### src/rtl/hazard_ctrl_if.sv
// Pipeline-side signal bundle for hazard_ctrl: stage register/control inputs in,
// forwarding selects, stall/flush controls and dmem timeout flag out.
interface hazard_ctrl_if;
    logic [4:0] Rs1D, Rs2D;
    logic [4:0] Rs1E, Rs2E;
    logic [4:0] RdE, RdM, RdW;
    logic       ResultSrcE0;
    logic       RegWriteM, RegWriteW;
    logic       PCSrcE;
    logic       MemReqM;
    logic       dmem_ready;
    logic [1:0] ForwardAE, ForwardBE;
    logic       StallF, StallD, StallE, StallM;
    logic       FlushD, FlushE, FlushW;
    logic       mem_err;

    // Pipeline / datapath side
    modport master (
        output Rs1D, Rs2D, Rs1E, Rs2E, RdE, RdM, RdW,
        output ResultSrcE0, RegWriteM, RegWriteW, PCSrcE, MemReqM, dmem_ready,
        input  ForwardAE, ForwardBE, StallF, StallD, StallE, StallM,
        input  FlushD, FlushE, FlushW, mem_err
    );

    // Hazard unit side
    modport slave (
        input  Rs1D, Rs2D, Rs1E, Rs2E, RdE, RdM, RdW,
        input  ResultSrcE0, RegWriteM, RegWriteW, PCSrcE, MemReqM, dmem_ready,
        output ForwardAE, ForwardBE, StallF, StallD, StallE, StallM,
        output FlushD, FlushE, FlushW, mem_err
    );
endinterface

### src/rtl/hazard_ctrl.sv
// Hazard/stall sequencer for the 5-stage core: E-stage forwarding, load-use stall, branch flush
// and a dmem wait FSM with timeout. Optional perf counters enabled by defining HAZ_PERF_EN.
module hazard_ctrl #(
    parameter int MEM_TIMEOUT = 16,
    parameter int TMO_W       = 5,
    parameter int PERF_W      = 32
) (
    input  logic              clk,
    input  logic              rst_n,
    hazard_ctrl_if.slave      hif
`ifdef HAZ_PERF_EN
    ,
    output logic [PERF_W-1:0] perf_stall_cyc,
    output logic [PERF_W-1:0] perf_flush_cnt
`endif
);

    if (MEM_TIMEOUT < 1 || MEM_TIMEOUT >= (1 << TMO_W) || PERF_W < 1) begin : g_bad_params
        $error("hazard_ctrl: MEM_TIMEOUT must be >=1 and fit in TMO_W bits; PERF_W must be >=1");
    end

    localparam logic [TMO_W-1:0] TMO = TMO_W'(MEM_TIMEOUT);

    typedef enum logic [1:0] {
        S_IDLE,
        S_WAIT,
        S_ERR
    } state_e;

    state_e           state_q, state_d;
    logic [TMO_W-1:0] cnt_q, cnt_d;
    logic             mem_err_q, mem_err_d;
    logic             mem_stall;
    logic             lw_stall;

    function automatic logic [1:0] fwd_sel(input logic [4:0] rs,
                                           input logic [4:0] rd_m, input logic wr_m,
                                           input logic [4:0] rd_w, input logic wr_w);
        if (wr_m && (rd_m != 5'd0) && (rd_m == rs))      return 2'b10;
        else if (wr_w && (rd_w != 5'd0) && (rd_w == rs)) return 2'b01;
        else                                             return 2'b00;
    endfunction

    // State register
    always_ff @(posedge clk or negedge rst_n) begin
        if (!rst_n) begin
            state_q   <= S_IDLE;
            cnt_q     <= '0;
            mem_err_q <= 1'b0;
        end else begin
            state_q   <= state_d;
            cnt_q     <= cnt_d;
            mem_err_q <= mem_err_d;
        end
    end

    // Next-state: mem_err is registered on entry to ERR so it is high during the ERR cycle
    always_comb begin
        state_d   = state_q;
        cnt_d     = cnt_q;
        mem_err_d = 1'b0;
        case (state_q)
            S_IDLE: begin
                if (hif.MemReqM && !hif.dmem_ready) begin
                    state_d = S_WAIT;
                    cnt_d   = TMO_W'(1);
                end
            end
            S_WAIT: begin
                if (hif.dmem_ready) begin
                    state_d = S_IDLE;
                    cnt_d   = '0;
                end else if (cnt_q < TMO) begin
                    cnt_d = cnt_q + TMO_W'(1);
                end else begin
                    state_d   = S_ERR;
                    mem_err_d = 1'b1;
                end
            end
            S_ERR: begin
                state_d = S_IDLE;
                cnt_d   = '0;
            end
            default: begin
                state_d = S_IDLE;
                cnt_d   = '0;
            end
        endcase
    end

    // Outputs
    always_comb begin
        mem_stall = 1'b0;
        case (state_q)
            S_IDLE:  mem_stall = hif.MemReqM && !hif.dmem_ready;
            S_WAIT:  mem_stall = !hif.dmem_ready && (cnt_q < TMO);
            default: mem_stall = 1'b0;
        endcase

        lw_stall = hif.ResultSrcE0 && (hif.RdE != 5'd0) &&
                   ((hif.Rs1D == hif.RdE) || (hif.Rs2D == hif.RdE));

        hif.ForwardAE = '0;
        hif.ForwardBE = '0;
        hif.StallF    = 1'b0;
        hif.StallD    = 1'b0;
        hif.StallE    = 1'b0;
        hif.StallM    = 1'b0;
        hif.FlushD    = 1'b0;
        hif.FlushE    = 1'b0;
        hif.FlushW    = 1'b0;
        hif.mem_err   = mem_err_q;

        // Outputs are forced quiet while reset is held, regardless of inputs
        if (rst_n) begin
            hif.ForwardAE = fwd_sel(hif.Rs1E, hif.RdM, hif.RegWriteM, hif.RdW, hif.RegWriteW);
            hif.ForwardBE = fwd_sel(hif.Rs2E, hif.RdM, hif.RegWriteM, hif.RdW, hif.RegWriteW);
            if (mem_stall) begin
                hif.StallF = 1'b1;
                hif.StallD = 1'b1;
                hif.StallE = 1'b1;
                hif.StallM = 1'b1;
                hif.FlushW = 1'b1;
            end else if (hif.PCSrcE) begin
                hif.FlushD = 1'b1;
                hif.FlushE = 1'b1;
            end else if (lw_stall) begin
                hif.StallF = 1'b1;
                hif.StallD = 1'b1;
                hif.FlushE = 1'b1;
            end
        end
    end

`ifdef HAZ_PERF_EN
    logic [PERF_W-1:0] stall_cyc_q, flush_cnt_q;
    logic              any_stall;

    assign any_stall = hif.StallF | hif.StallD | hif.StallE | hif.StallM;

    always_ff @(posedge clk or negedge rst_n) begin
        if (!rst_n) begin
            stall_cyc_q <= '0;
            flush_cnt_q <= '0;
        end else begin
            if (any_stall && (stall_cyc_q != '1)) stall_cyc_q <= stall_cyc_q + PERF_W'(1);
            if (hif.FlushD && (flush_cnt_q != '1)) flush_cnt_q <= flush_cnt_q + PERF_W'(1);
        end
    end

    assign perf_stall_cyc = stall_cyc_q;
    assign perf_flush_cnt = flush_cnt_q;
`endif

endmodule
### src/flat_wrapper.sv
// flat-port wrapper written by rule: the top's interface ports become plain ports
module hazard_ctrl_flat 
#(
    parameter int MEM_TIMEOUT = 16,
    parameter int TMO_W       = 5,
    parameter int PERF_W      = 32
)
  (clk, rst_n, hif_Rs1D, hif_Rs2D, hif_Rs1E, hif_Rs2E, hif_RdE, hif_RdM, hif_RdW, hif_ResultSrcE0, hif_RegWriteM, hif_RegWriteW, hif_PCSrcE, hif_MemReqM, hif_dmem_ready, hif_ForwardAE, hif_ForwardBE, hif_StallF, hif_StallD, hif_StallE, hif_StallM, hif_FlushD, hif_FlushE, hif_FlushW, hif_mem_err);
  hazard_ctrl_if hif_i ();
  input  logic clk;
  input  logic rst_n;
  input wire logic [$bits(hif_i.Rs1D)-1:0] hif_Rs1D;
  input wire logic [$bits(hif_i.Rs2D)-1:0] hif_Rs2D;
  input wire logic [$bits(hif_i.Rs1E)-1:0] hif_Rs1E;
  input wire logic [$bits(hif_i.Rs2E)-1:0] hif_Rs2E;
  input wire logic [$bits(hif_i.RdE)-1:0] hif_RdE;
  input wire logic [$bits(hif_i.RdM)-1:0] hif_RdM;
  input wire logic [$bits(hif_i.RdW)-1:0] hif_RdW;
  input wire logic [$bits(hif_i.ResultSrcE0)-1:0] hif_ResultSrcE0;
  input wire logic [$bits(hif_i.RegWriteM)-1:0] hif_RegWriteM;
  input wire logic [$bits(hif_i.RegWriteW)-1:0] hif_RegWriteW;
  input wire logic [$bits(hif_i.PCSrcE)-1:0] hif_PCSrcE;
  input wire logic [$bits(hif_i.MemReqM)-1:0] hif_MemReqM;
  input wire logic [$bits(hif_i.dmem_ready)-1:0] hif_dmem_ready;
  output wire logic [$bits(hif_i.ForwardAE)-1:0] hif_ForwardAE;
  output wire logic [$bits(hif_i.ForwardBE)-1:0] hif_ForwardBE;
  output wire logic [$bits(hif_i.StallF)-1:0] hif_StallF;
  output wire logic [$bits(hif_i.StallD)-1:0] hif_StallD;
  output wire logic [$bits(hif_i.StallE)-1:0] hif_StallE;
  output wire logic [$bits(hif_i.StallM)-1:0] hif_StallM;
  output wire logic [$bits(hif_i.FlushD)-1:0] hif_FlushD;
  output wire logic [$bits(hif_i.FlushE)-1:0] hif_FlushE;
  output wire logic [$bits(hif_i.FlushW)-1:0] hif_FlushW;
  output wire logic [$bits(hif_i.mem_err)-1:0] hif_mem_err;
  assign hif_i.Rs1D = hif_Rs1D;
  assign hif_i.Rs2D = hif_Rs2D;
  assign hif_i.Rs1E = hif_Rs1E;
  assign hif_i.Rs2E = hif_Rs2E;
  assign hif_i.RdE = hif_RdE;
  assign hif_i.RdM = hif_RdM;
  assign hif_i.RdW = hif_RdW;
  assign hif_i.ResultSrcE0 = hif_ResultSrcE0;
  assign hif_i.RegWriteM = hif_RegWriteM;
  assign hif_i.RegWriteW = hif_RegWriteW;
  assign hif_i.PCSrcE = hif_PCSrcE;
  assign hif_i.MemReqM = hif_MemReqM;
  assign hif_i.dmem_ready = hif_dmem_ready;
  assign hif_ForwardAE = hif_i.ForwardAE;
  assign hif_ForwardBE = hif_i.ForwardBE;
  assign hif_StallF = hif_i.StallF;
  assign hif_StallD = hif_i.StallD;
  assign hif_StallE = hif_i.StallE;
  assign hif_StallM = hif_i.StallM;
  assign hif_FlushD = hif_i.FlushD;
  assign hif_FlushE = hif_i.FlushE;
  assign hif_FlushW = hif_i.FlushW;
  assign hif_mem_err = hif_i.mem_err;
  hazard_ctrl #(.MEM_TIMEOUT(MEM_TIMEOUT), .TMO_W(TMO_W), .PERF_W(PERF_W)) u_core (.clk(clk), .rst_n(rst_n), .hif(hif_i));
endmodule
### config.mk
export PLATFORM = sky130hd
export DESIGN_NAME = hazard_ctrl_flat
export DESIGN_NICKNAME = d
export VERILOG_FILES = /design/src/rtl/hazard_ctrl_if.sv /design/src/rtl/hazard_ctrl.sv /design/src/flat_wrapper.sv
export SDC_FILE = /design/constraint.sdc
export NUM_CORES = 1
export LEC_CHECK = 0
export BUFFER_PORTS_ARGS = -buffer_cell sky130_fd_sc_hd__buf_2
export CAP_MARGIN = 20
export CORE_ASPECT_RATIO = 0.75
export CORE_MARGIN = 2
export CORE_UTILIZATION = 45
export DETAILED_ROUTE_END_ITERATION = 16
export HOLD_SLACK_MARGIN = 0.02
export PLACE_DENSITY = 0.85
export SLEW_MARGIN = 40
export SYNTH_ARGS = -nofsm -noshare
export SYNTH_HDL_FRONTEND = slang
export SYNTH_SLANG_ARGS = --single-unit
### constraint.sdc
create_clock -name clk -period 2.6 [get_ports clk]
set_clock_uncertainty 0.2 [all_clocks]
set_input_delay 0.13 -clock clk [delete_from_list [all_inputs] [get_ports clk]]
set_output_delay 0.13 -clock clk [all_outputs]
set_load 0.1 [all_outputs]
After elaboration in Yosys (flattened, before gate mapping)

Index checks and enable logic that the tools add are counted.
Widths: inputs -> output; s select.

Bits in registers: 8
Logic and storage cells: 63

Add/sub/neg operators: 1
Magnitude comparators: 1
Eq/ne operators: 10
Mux-type cells: 30
Reductions and logical operators: 18

Operators by type and width:

| kind                | count |
|---|---|
| $eq 5x5->1          | 6 |
| $mux 1              | 17 |
| $mux 5              | 3 |
| $reduce_bool 5->1   | 3 |
| $mux 2              | 7 |
| $logic_and 1x1->1   | 10 |
| $pmux 5 s2          | 1 |
| $add 5x1->5 const B | 1 |
| $lt 5x5->1 const B  | 1 |
| $pmux 2 s2          | 1 |
| $reduce_and 2->1    | 2 |
| $ne 3x2->1 const B  | 1 |
| $ne 3x3->1 const B  | 1 |
| $eq 2x1->1 const B  | 1 |
| $logic_not 2->1     | 1 |
| $ne 2x1->1 const B  | 1 |
| $pmux 1 s2          | 1 |
| $logic_not 1->1     | 1 |
| $logic_or 1x1->1    | 1 |

Depth between registers and ports, before layout

Depth in word-level cells: 7
Gate-level depth with buffers: 6
Depth with buffers taken out: 5

Worst setup path before layout

OpenSTA, ideal clock, no wires.

Kind: input -> output
From: in hif_RdM[0]
To: out hif_ForwardAE[0]
Data arrival time: 2.941 ns
Setup slack: -0.671 ns
Stages on the path: 4
Path buffers: 0
Cells stage by stage: or4_1 > o21ai_2 > nor4_1 > nor3_1

Word-level cells in the longest chain between the ends: 5

Ends and longest elaborated chain:

| item                | line               | RTL |
|---|---|---|
| start: declaration  | flat_wrapper.sv:17 | `input wire logic [$bits(hif_i.RdM)-1:0] hif_RdM;` |
| $reduce_bool 5->1   | hazard_ctrl.sv:39  | `if (wr_m && (rd_m != 5'd0) && (rd_m == rs)) return 2'b10;` |
| $logic_and 1x1->1   | hazard_ctrl.sv:39  |  |
| $logic_and 1x1->1 * | hazard_ctrl.sv:39  |  |
| $mux 2 *            | hazard_ctrl.sv:39  |  |
| $mux 2 *            | hazard_ctrl.sv:115 | `if (rst_n) begin` |
| end: declaration    | flat_wrapper.sv:25 | `output wire logic [$bits(hif_i.ForwardAE)-1:0] hif_ForwardAE;` |

Every way passes the cells marked *; elsewhere a longest branch is shown, timed or not.

Final worst setup path

From: in rst_n
To: out hif_ForwardBE[0]

Word-level cells in the longest chain between the ends: 1

Ends and longest elaborated chain:

| item               | line               | RTL |
|---|---|---|
| start: declaration | flat_wrapper.sv:11 | `input logic rst_n;` |
| $mux 2             | hazard_ctrl.sv:115 |  |
| end: declaration   | flat_wrapper.sv:26 | `output wire logic [$bits(hif_i.ForwardBE)-1:0] hif_ForwardBE;` |

Every way passes these cells.

==> results.py <==
metrics = {
    "clock_tree": {
        "tritoncts_clock_tree": "built",
        "cts_buffers": 3,
        "cts_hold_repair.buffers": 2,
        "cts_root_buffer_type": "sky130_fd_sc_hd__clkbuf_4",
        "clock_sinks": 8,
        "cts.path.max_buffers": 2,
        "post-cts-setup-buffers": 0,
        "clk_transition_reported_paths_ns": 0.06,
        "cts_htree_levels": 1,
        "insertion_delay_ns": 0.27,
        "ctsResizeCount": 0,
    },
    "power_and_ir_drop": {
        "power-per-cell-area_nw_per_um2": 371,
        "power_consumption_uw": 438,
        "power.leakage_nw": 0.590,
        "worst_ir_drop_vdd_v": 0.000230,
    },
    "finish": {
        "ff_latch_area_um2": 200,
        "final_area_um2": 1180,
        "layout-drive-gt1-share_pct": 39.7,
        "final_common_cell": "sky130_fd_sc_hd__buf_2",
        "multi_input_comb_area_um2": 631,
        "final_nets": 202,
        "utilization_pct": 67.3,
        "stdcell_count": 178,
        "layout.cells.most_common_list": "54 x sky130_fd_sc_hd__buf_2, 23 x sky130_fd_sc_hd__xor2_1, 8 x sky130_fd_sc_hd__xnor2_1, 8 x sky130_fd_sc_hd__dfrtp_1, 6 x sky130_fd_sc_hd__nor2_1",
        "fillers": 149,
        "area_growth_syn_to_layout_pct": 39.4,
        "antenna-diode-count": 0,
    },
    "global_routing": {
        "overall_overflow_remaining_after_global_route": 0,
        "grt_start_max_net_pins": 14,
        "grt_util_met2_pct": 46.3,
        "grt.met1_usage_pct": 28.0,
        "grt_pass1_wl_um": 4170,
        "first_global_vias": 933,
        "use_met3_pct": 4.32,
        "grt_busiest_layer": "met2",
        "grtUsageTotal_pct": 25.0,
        "number_of_antenna_violations_at_the_first_check_in_global_routing": 0,
    },
    "job": {
        "number_of_max_cap_violations": 0,
    },
    "detailed_routing": {
        "wl_per_cell_um": 14.0,
        "drcViolationCount": 0,
        "postRouteAntennaNets": 0,
        "detail_route.wirelength_um": 2490,
        "drt_first_iter_violations": 25,
        "num_vias": 921,
        "vias_per_cell": 5.17,
        "detail_route.first_pass.iterations": 4,
    },
    "critical_path": {
        "rr_worst_depth": 5,
        "timing.critical_path.mode_cell": "sky130_fd_sc_hd__buf_2",
        "worst-setup-path-type": "in -> out",
        "critical_path.reg2reg.endpoint": "u_core.cnt_q[3]",
        "crit_path_from": "rst_n",
        "regToRegStartpoint": "u_core.cnt_q[4]",
        "worst_ep_required_time_ns": 2.27,
        "crit_fanout": 2,
        "timing.critical_path.arrival_ns": 2.06,
        "timing.critical_path.to_type": "output pin",
        "worst_path_largest_cell_delay_ns": 0.59,
        "nature_of_the_critical_path_startpoint": "input port",
        "crit_path_end": "hif_ForwardBE[0]",
        "worstPathCellList": "dlygate4sd3_1, buf_2, o211ai_1, or4_1, nor4_4, buf_2",
        "r2r_setup_slack_ns": 0.90,
        "cpMaxStageDelayCell": "sky130_fd_sc_hd__or4_1",
    },
    "timing": {
        "slew_violations": 0,
        "setup_viol": 0,
        "worst-slew-pin-transition_ns": 0.591,
        "max_clock_freq_mhz": 419,
        "report.final.hold_viol_count": 0,
        "rsz0062_at_grt": "no",
        "slew-limit-headroom_pct": 60.2,
        "period_share_pct": 91.7,
        "setup-tns-final_ns": 0,
        "fin_crit_ns": 2.39,
    },
    "yosys": {
        "ys_dominant_reg_cell": "sky130_fd_sc_hd__dfrtp_1",
        "postSynth.asyncResetShare_pct": 100,
        "syn_nets": 144,
        "synth.mux.area_fraction_pct": 2.36,
        "synth-compound-area-share_pct": 11.2,
        "synthCells": 100,
        "yosysWarningCount": 0,
        "number_of_enable_flip_flop_cells_after_synthesis": 0,
        "synth_seq_cells": 8,
        "area_share_of_fa_ha_maj_cells_after_synthesis_pct": 1.47,
        "mappedNetlistArea_um2": 848,
        "synth_xor_xnor_area_share_pct": 32.0,
        "yosys.cell_types.count": 32,
        "combinational_family_with_the_most_area_after_synthesis": "XOR/XNOR gates",
        "post_synth.cell_area_avg_um2": 8.48,
        "post_synth_and_or_nand_nor_area_fraction_pct": 25.7,
        "synth-seq-area-share_pct": 23.6,
    },
    "die": {
        "die_height_um": 41.6,
        "io_pins": 55,
        "initial_core_util_pct": 48.3,
        "fp.dieArea_um2": 2250,
        "fp.coreArea_um2": 1760,
        "die_x_um": 54.1,
        "core.rowCount": 13,
    },
    "placement": {
        "postPlaceCellArea_um2": 1140,
        "dp.final_hpwl_um": 2150,
        "port-buffer-count": 54,
        "placed_cells": 173,
        "place_congestion": 0.924,
    },
    "run_status": {
        "status": "finished clean",
    },
    "min_path": {
        "min_path_type": "in -> reg",
    },
}
==> critical path: cells and delay by family <==
family / cells / cell delay, ns
compound gates: 1 / 0.11
buf+inv: 3 / 1.10
simple gates: 2 / 0.73
==> Yosys cell counts (2+ instances only) <==
library cell | n | area (um2)
sky130_fd_sc_hd__nand2_1 | 3 | 11.3
sky130_fd_sc_hd__nor4_1 | 2 | 12.5
sky130_fd_sc_hd__dfrtp_1 | 8 | 200
sky130_fd_sc_hd__or4_1 | 4 | 30.0
sky130_fd_sc_hd__o21ai_0 | 4 | 20.0
sky130_fd_sc_hd__nor3_1 | 6 | 30.0
sky130_fd_sc_hd__buf_4 | 3 | 22.5
sky130_fd_sc_hd__xnor2_1 | 8 | 70.1
sky130_fd_sc_hd__nand3_1 | 4 | 20.0
sky130_fd_sc_hd__o21a_1 | 3 | 22.5
sky130_fd_sc_hd__and3_1 | 2 | 12.5
sky130_fd_sc_hd__mux2i_1 | 2 | 20.0
sky130_fd_sc_hd__xor2_1 | 23 | 201
sky130_fd_sc_hd__nor2_1 | 6 | 22.5
sky130_fd_sc_hd__and2_1 | 3 | 18.8
sky130_fd_sc_hd__a21oi_1 | 3 | 15.0
==> state kept, by name, summed over array words and instances (netlist names) <==
name	flops
u_core.state_q	2
u_core.hif.mem_err	1
u_core.cnt_q	5
==> worst min path at each step <==
stage                            from            endpoint  slack, ns  cells after the start
final                     hif_MemReqM     u_core.cnt_q[4]        0.1                      4
after global routing      hif_MemReqM     u_core.cnt_q[4]       0.11                      4
after CTS                 hif_MemReqM     u_core.cnt_q[4]       0.10                      4
after detailed placement        rst_n   u_core.state_q[1]      -0.11                      2
after global placement          rst_n  u_core.hif.mem_err      -0.11                      2
after floorplan                 rst_n     u_core.cnt_q[0]      -0.37                      0
==> layout make-up <==
class                   instances  area share, %
well taps                      22           2.33
multi-input cells              87           53.3
inverters                       1          0.317
flip-flops and latches          8           16.9
clock buffers                   3           1.90
repair buffers                 57           25.2
==> cells by family (layout without fill, tap and decap cells) <==
family / count (synthesis) / after routing
buf+inv: 5 / 61
flops: 8 / 8
simple gates: 38 / 38
compound gates: 15 / 15
fa+ha+maj: 1 / 1
mux: 2 / 2
xor+xnor: 31 / 31
==> layer usage <==
metal,routed length (um),share of wire [%]
met1,990,40
met2,1370,55
met3,100,4.0
met4,27,1.1
met5,0,0
==> power by group <==
| group | switching, mW | internal (mW) |
|---|---|---|
| logic | 0.120 | 0.0714 |
| registers | 0.0115 | 0.133 |
| clock network | 0.0489 | 0.0533 |
| total | 0.180 | 0.258 |
==> through the flow <==
| step | hold slack (ns) | setup WS, ns |
|---|---|---|
| 2_1_floorplan | -0.366 | 0.148 |
| 3_3_place_gp | -0.114 | 0.540 |
| 6_report | 0.100 | 0.215 |
| 5_1_grt | 0.106 | 0.139 |
| 3_5_place_dp | -0.114 | 0.510 |
| 4_1_cts | 0.103 | 0.203 |
(Power assumes the default switching activity.)
